### config.mk
export PLATFORM = sky130hd
export DESIGN_NAME = barrel_shift_seq
export DESIGN_NICKNAME = d
export VERILOG_FILES = /design/src/rtl/barrel_shift_seq.sv
export SDC_FILE = /design/constraint.sdc
export NUM_CORES = 1
export LEC_CHECK = 0
export ABC_AREA = 1
export CAP_MARGIN = 20
export CORE_MARGIN = 2
export CORE_UTILIZATION = 45
export CTS_BUF_LIST = sky130_fd_sc_hd__clkbuf_4 sky130_fd_sc_hd__clkbuf_8 sky130_fd_sc_hd__clkbuf_16
export DETAILED_ROUTE_END_ITERATION = 12
export GPL_TIMING_DRIVEN = 0
export MAX_ROUTING_LAYER = met4
export PLACE_DENSITY = 0.77
export SKIP_CTS_REPAIR_TIMING = 1
export SLEW_MARGIN = 20
export SYNTH_ARGS = -nofsm -noshare
export SYNTH_HDL_FRONTEND = slang
export SYNTH_SLANG_ARGS = --single-unit
### constraint.sdc
create_clock -name clk -period 1.3 [get_ports clk]
set_clock_uncertainty 0.05 [all_clocks]
set_input_delay 0.13 -clock clk [delete_from_list [all_inputs] [get_ports clk]]
set_output_delay 0.13 -clock clk [all_outputs]
set_load 0.01 [all_outputs]
### src/rtl/barrel_shift_seq.sv
// barrel_shift_seq -- iterative shift controller built from single-step barrel stages.
//
// A request (din, shamt, LR, arith) is accepted over a valid/ready handshake.
// The operand is then shifted one stage-step per cycle until shamt is consumed.
// The result is offered over a second valid/ready handshake.
//
// Ports:
//   clk        rising-edge clock
//   rst_n      synchronous active-low reset
//   in_valid   request valid
//   in_ready   request accepted when high (IDLE only)
//   din        operand, DWIDTH bits
//   shamt      shift amount, 0..DWIDTH-1
//   LR         1 = left, 0 = right
//   arith      right shifts only: 1 = sign-fill, 0 = zero-fill
//   out_valid  result valid (DONE)
//   out_ready  consumer accepts result
//   dout       result (always mirrors the working register)
//   busy       high while a transaction is in flight (SHIFT or DONE)
//
// Optional build macro: BARREL_SHIFT_SEQ_FAST4_EN
//   Adds a step-4 stage. Remaining counts >= 4 consume four positions per cycle.
//   Results are identical to the default build; only latency shrinks.

// Single barrel stage: shifts din by STEP_SIZE when shamt is set, else passes it through.
// Left shifts zero-fill. Right shifts fill with sign_bit.
module barrel #(
    parameter int DWIDTH    = 8,
    parameter int STEP_SIZE = 1
) (
    input  logic [DWIDTH-1:0] din,
    input  logic              LR,
    input  logic              shamt,
    input  logic              sign_bit,
    output logic [DWIDTH-1:0] dout
);
    logic [DWIDTH-1:0] shl;
    logic [DWIDTH-1:0] shr;

    generate
        if (STEP_SIZE >= DWIDTH) begin : g_full
            // A step that spans the whole word leaves only fill bits.
            assign shl = '0;
            assign shr = {DWIDTH{sign_bit}};
        end else begin : g_part
            assign shl = {din[DWIDTH-1-STEP_SIZE:0], {STEP_SIZE{1'b0}}};
            assign shr = {{STEP_SIZE{sign_bit}}, din[DWIDTH-1:STEP_SIZE]};
        end
    endgenerate

    assign dout = !shamt ? din : (LR ? shl : shr);
endmodule

module barrel_shift_seq #(
    parameter int DWIDTH = 8
) (
    input  logic                      clk,
    input  logic                      rst_n,
    input  logic                      in_valid,
    output logic                      in_ready,
    input  logic [DWIDTH-1:0]         din,
    input  logic [$clog2(DWIDTH)-1:0] shamt,
    input  logic                      LR,
    input  logic                      arith,
    output logic                      out_valid,
    input  logic                      out_ready,
    output logic [DWIDTH-1:0]         dout,
    output logic                      busy
);
    localparam int SAW = $clog2(DWIDTH);

    localparam logic [1:0] IDLE  = 2'd0;
    localparam logic [1:0] SHIFT = 2'd1;
    localparam logic [1:0] DONE  = 2'd2;

    logic [1:0]        state_q;
    logic [DWIDTH-1:0] data_q;
    logic [SAW-1:0]    cnt_q;
    logic              lr_q;
    logic              arith_q;

    logic              sign_bit;
    logic [DWIDTH-1:0] step1;
    logic [DWIDTH-1:0] data_nxt;
    logic [SAW-1:0]    cnt_nxt;

    // The operand MSB is re-fed every step.
    // An arithmetic right shift therefore keeps replicating the original sign.
    assign sign_bit = arith_q & ~lr_q & data_q[DWIDTH-1];

    barrel #(.DWIDTH(DWIDTH), .STEP_SIZE(1)) u_step1 (
        .din      (data_q),
        .LR       (lr_q),
        .shamt    (1'b1),
        .sign_bit (sign_bit),
        .dout     (step1)
    );

`ifdef BARREL_SHIFT_SEQ_FAST4_EN
    logic [DWIDTH-1:0] step4;
    logic              use4;

    barrel #(.DWIDTH(DWIDTH), .STEP_SIZE(4)) u_step4 (
        .din      (data_q),
        .LR       (lr_q),
        .shamt    (1'b1),
        .sign_bit (sign_bit),
        .dout     (step4)
    );

    // Widen by one bit so the constant 3 is representable even when SAW < 3.
    assign use4     = ({1'b0, cnt_q} > (SAW+1)'(3));
    assign data_nxt = use4 ? step4 : step1;
    assign cnt_nxt  = use4 ? (cnt_q - SAW'(4)) : (cnt_q - SAW'(1));
`else
    assign data_nxt = step1;
    assign cnt_nxt  = cnt_q - SAW'(1);
`endif

    assign in_ready  = (state_q == IDLE);
    assign out_valid = (state_q == DONE);
    assign busy      = (state_q != IDLE);
    assign dout      = data_q;

    always_ff @(posedge clk) begin
        if (!rst_n) begin
            state_q <= IDLE;
            data_q  <= '0;
            cnt_q   <= '0;
            lr_q    <= 1'b0;
            arith_q <= 1'b0;
        end else begin
            case (state_q)
                IDLE: begin
                    if (in_valid) begin
                        data_q  <= din;
                        cnt_q   <= shamt;
                        lr_q    <= LR;
                        arith_q <= arith;
                        state_q <= (shamt != '0) ? SHIFT : DONE;
                    end
                end
                SHIFT: begin
                    // The last step lands on the same edge that enters DONE.
                    data_q <= data_nxt;
                    cnt_q  <= cnt_nxt;
                    if (cnt_nxt == '0) state_q <= DONE;
                end
                DONE: begin
                    if (out_ready) state_q <= IDLE;
                end
                default: state_q <= IDLE;
            endcase
        end
    end
endmodule
Yosys cells after proc, flatten, opt, wreduce, memory -nomap -nowiden:

Index checks and enable logic that the tools add are counted.
W data, S select, Z words.

* flip-flop bits (word level): 15
* latch bits: 0
* memory bits (writable): 0
* memory bits (read-only): 0
* input port bits: 17
* output and inout port bits: 11
* word-level logic and storage cells: 32
* memories kept: 0

* $add $sub $neg: 1
* multiply operators: 0
* divide/modulo/power cells: 0
* $lt $le $gt $ge: 0
* equal/unequal tests: 5
* shift-type cells: 0
* muxes and demuxes: 10
* bitwise operators: 3
* reduce and logical (&&, ||, !) cells: 8

Operators with widths (number)
* $mux W8: 2
* $pmux W8 S2: 1
* $mux W2: 4
* $pmux W2 S3: 1
* $pmux W3 S2: 1
* $ne A2 B2 Y1 const B: 2
* $reduce_and A2 Y1: 2
* $reduce_bool A2 Y1: 2
* $logic_not A3 Y1: 1
* $mux W3: 1
* $reduce_and A3 Y1: 1
* $reduce_bool A3 Y1: 1
* $sub A3 B1 Y3 const B: 1
* $and A1 B1 Y1: 2
* $eq A2 B1 Y1 const B: 1
* $eq A2 B2 Y1 const B: 1
* $logic_not A2 Y1: 1
* $ne A2 B1 Y1 const B: 1
* $not A1 Y1: 1

Depth between registers and ports, before layout:

* depth after elaboration: 5
* gate-level depth with buffers: 9
* depth with buffers taken out: 9

Hierarchy:

Synthesis repeated with hierarchy kept, for this count alone.

* cells, all modules: 185
* area, all modules: 1103.6 µm²

Modules (own cells, without submodules)
* barrel_shift_seq: times used 1, cells each 135, area an instance 883.3 µm², sequential area each 300.3 µm²
* barrel: times used 1, cells each 50, area an instance 220.2 µm², sequential area each 0.0 µm²

Worst setup path after synthesis:

Ideal clock, no wire load.

* path type: reg-to-reg
* start point: register state_q[0]
* end point: register data_q[5], in the netlist dout[5]
* setup time: 109 ps
* arrival: 1068 ps
* required time: 1141 ps
* slack: 73 ps
* stages on the path, launching flop included: 8
* path buffers: 1
* period minus slack after synthesis: 1227 ps
* cells stage by stage: dfxtp_1 > nor2_4 > nand2_2 > nand2_2 > buf_6 > nand3_1 > nand2_1 > inv_1

* cells in the longest elaborated chain, start to end: 3
* elaborated cells on any way between the ends: 6
* those cells by class: eq/ne: 2; mux: 1; reduce/logical: 3

RTL lines
* start: declaration: RTL line 76 `logic [1:0] state_q;`
* start signal: assignment: RTL line 140 `state_q <= (shamt != '0) ? SHIFT : DONE;`
* $logic_not A2 Y1 (*)
* via in_ready: RTL line 60 `output logic in_ready,`
* $ne A2 B2 Y1 (no source line) or $reduce_bool A2 Y1 (tied branches)
* $reduce_and A2 Y1 (no source line)
* end signal: assignment: RTL line 136 `data_q <= din;`
* end signal: assignment: RTL line 145 `data_q <= data_nxt;`
* end: declaration: RTL line 77 `logic [DWIDTH-1:0] data_q;`

The timed path passes the listed nets; every way through them passes the cells marked *.
A chain may end at the register's enable or synchronous reset.

Final worst setup path:

* start point: register state_q[1]
* end point: output port busy

* cells in the longest elaborated chain, start to end: 1

RTL lines
* $reduce_bool A2 Y1: RTL line 122 `assign busy = (state_q != IDLE);`
* end: declaration: RTL line 68 `output logic busy`

Every way passes these cells.

==> impl_results.md <==
* Min-Delay Path Class: in2reg
* CTS root buf: clkbuf_4
* # fillers at 170
* Count leader, synth: nand2_1
* Antenna Cells at 0
* Syn_nets at 158
* DRC viols at 0
* Starting density of the core at 0.466
* Leakage Power at about 0.00078 uW
* Synth top cells by count: nand2_1, inv_1, dfxtp_1
* Worst VDD drop at 0.00142 V
* Sequential cell area at 314 sq um
* # placed instances at around 190
* Flops & latches, synth at 15
* Startpoint class of the critical path: register
* Cell count of the worst hold path at 3
* Nets at 196
* Via Count at between 1000 and 1500
* Mean post-synth cell area at approximately 6.4 sq um
* Count of final setup violators at 0
* GRT Total Usage at 0.213
* Worst-path maximum fanout at 4
* Fraction of layout cells with a size suffix above 1 at 0.199
* Worst slew margin at 0.826
* CTS tree: built
* Port Buffers at 26
* Die Span Y at 48.6 um
* Detailed Route Iter0 Violations at 14
* H-tree lvl count at 1
* Netlist cell types at 19
* Multi-input logic area at about 530 sq um
* Die Area at 0.00236 sq mm
* Clock transition at the registers of the reported paths at 0.10 ns
* Pre-antenna DRT Iters at 4
* Hold Path End: cnt_q[0]
* CP Buf/Inv Count at 3
* Routed WL at ~2400 um
* Slowest stage delay, CP at approximately 0.38 ns
* Dpl hpwl at 1620 um
* Max Freq at ~770 MHz
* Ys Warns at 0
* Worst R2R End: dout[5]
* Pwr per Cell Area at 2450 mW/mm^2
* Min-delay src: rst_n
* Final std cells w/o fill at just over 200
* Synthesis-to-layout area growth at 54.7%
* CTS buffer count at 3
* Maxcap violations at 0
* Most used routing layer: met2
* Critical path class: reg2out
* First-pass GRT wire length at 3890 um
* Ranking of synthesized cells by area: dfxtp_1, nand2_1, inv_1
* CP endpoint kind: output port
* # clock sinks at 15
* Synth Flop Type: dfxtp_1
* Fin util at 0.721
* Vias in the first global route at 910
* RSZ-0062 raised after global routing: true
* Actual slew at the worst max-slew pin at 0.260 ns
* Critical Path AT at around 1.1 ns
* Crit-path cells: nor2_4, buf_4, inv_2, dlymetal6s2s_1
* Vias per cell at 5.02
* Post-synthesis sequential area ratio at 0.335
* Worst r2r src: state_q[1]
* Die width at between 40 and 50 um
* Cells after Synth at 139
* Final Wtd Congestion at 0.874
* Core footprint at 0.00192 sq mm
* # IOs at 28
* GR met3 Demand/Resource at 0.0494
* Ys async rst share at 0
* Post-Syn Area at 896 sq um
* Row cnt at 16
* Initial antenna violation count at 0
* Final max-slew violation count at 0
* Worst reg-to-reg setup slack at 0.04 ns
* Period Utilization, post-route at 0.997
* Cell family with most CP delay: flip-flops
* Synth top area share at 0.335
* Final hold violations at 0
* GR Overflow Total at 0
* Wire per inst at roughly 12 um
* GR Util met1 at 0.258
* Routed Antenna Nets at 0
* Largest net degree at the start of global routing at 11
* Critical Path RT at between 1 and 1.5 ns
* Worst-Skew Late Latency at 0.29 ns
* Number of enable flip-flop cells after synthesis at 0
* Outcome: finished clean
* Post-layout min period at 1.30 ns
* Cell taking the most area after synthesis: dfxtp_1
* Worst R2R Path Depth at 8
* CTS Buffer Depth at 2
* Met2 Resource Use GR at 0.349
* CP max stage cell: dfxtp_4
-- logic make-up (layout without fill, tap and decap cells) --
family | after synthesis | in the layout | share of synthesized area
compound gates | 29 | 29 | 0.179
fa+ha+maj | 2 | 2 | 0.0279
buf+inv | 27 | 64 | 0.126
flops | 15 | 15 | 0.335
simple gates | 66 | 66 | 0.332
-- worst max path at each step --
stage | depth (start not counted) | startpoint | slack (ns) | to
floorplan | 7 | state_q[0] | 0.07 | dout[5]
CTS | 3 | state_q[1] | -0.39 | out_valid
finish | 4 | state_q[1] | 0.004 | busy
global route | 8 | cnt_q[0] | -0.05 | state_q[1]
detailed placement | 6 | in_valid | -0.1 | cnt_q[2]
global placement | 6 | in_valid | -0.11 | cnt_q[2]
-- stage by stage --
step / hold slack (ns) / setup slack, ns / TNS, ns / total power, uW / instance area, sq um
4_1_cts: 0.0867 / -0.390 / -2.52 / 2930 / 1220
5_1_grt: 0.0793 / -0.0504 / -0.240 / 3720 / 1390
6_report: 0.0628 / 0.00379 / 0 / 3400 / 1390
3_3_place_gp: 0.395 / -0.106 / -0.763 / 2600 / 1190
2_1_floorplan: 0.246 / 0.0730 / 0 / 1990 / 896
3_5_place_dp: 0.403 / -0.0952 / -0.835 / 2640 / 1190
-- where the power goes --
| part | leakage [uW] | switching [uW] | internal (uW) |
|---|---|---|---|
| logic | 0.000639 | 1170 | 1040 |
| clock network | 0.0000177 | 172 | 115 |
| registers | 0.000127 | 199 | 703 |
-- tightest hold or removal path, delay by kind of cell --
family                 cells  cell delay (ns)
buffers and inverters      1             0.15
AOI/OAI and AO/OA          1             0.06
and+or+nand+nor            1             0.04
-- state kept, by name (all words and copies together) (netlist names) --
register / cells
cnt_q: 3
state_q: 2
arith_q: 1
lr_q: 1
dout: 8
-- cell type report --
cell class,instances,area share
Buffer,3,0.0199
Multi-Input combinational cell,97,0.384
Clock inverter,1,0.00361
Tap cell,27,0.0244
Sequential cell,15,0.227
Inverter,24,0.0650
Timing Repair Buffer,33,0.261
Clock buffer,3,0.0162
-- cells in the final DEF (no fill, tap or decap), drive strengths merged --
cell and instances:
a21oi 11, dfxtp 15, nor2 14, dlymetal6s2s 11, inv 24, clkinv 1, nand3 14, o21a 1
o21ai 12, nand4 1, o211ai 5, buf 8, clkbuf 5, clkdlybuf4s50 15, nand2 37, ha 2
-- routing by layer --
layer | vias up | part of all wire
met2 | 28 | 0.49
met3 | 4 | 0.049
met5 | - | 0
li1 | 520 | -
met4 | 0 | 0.0079
met1 | 468 | 0.45
No activity file was read; power rests on OpenSTA's default activity.
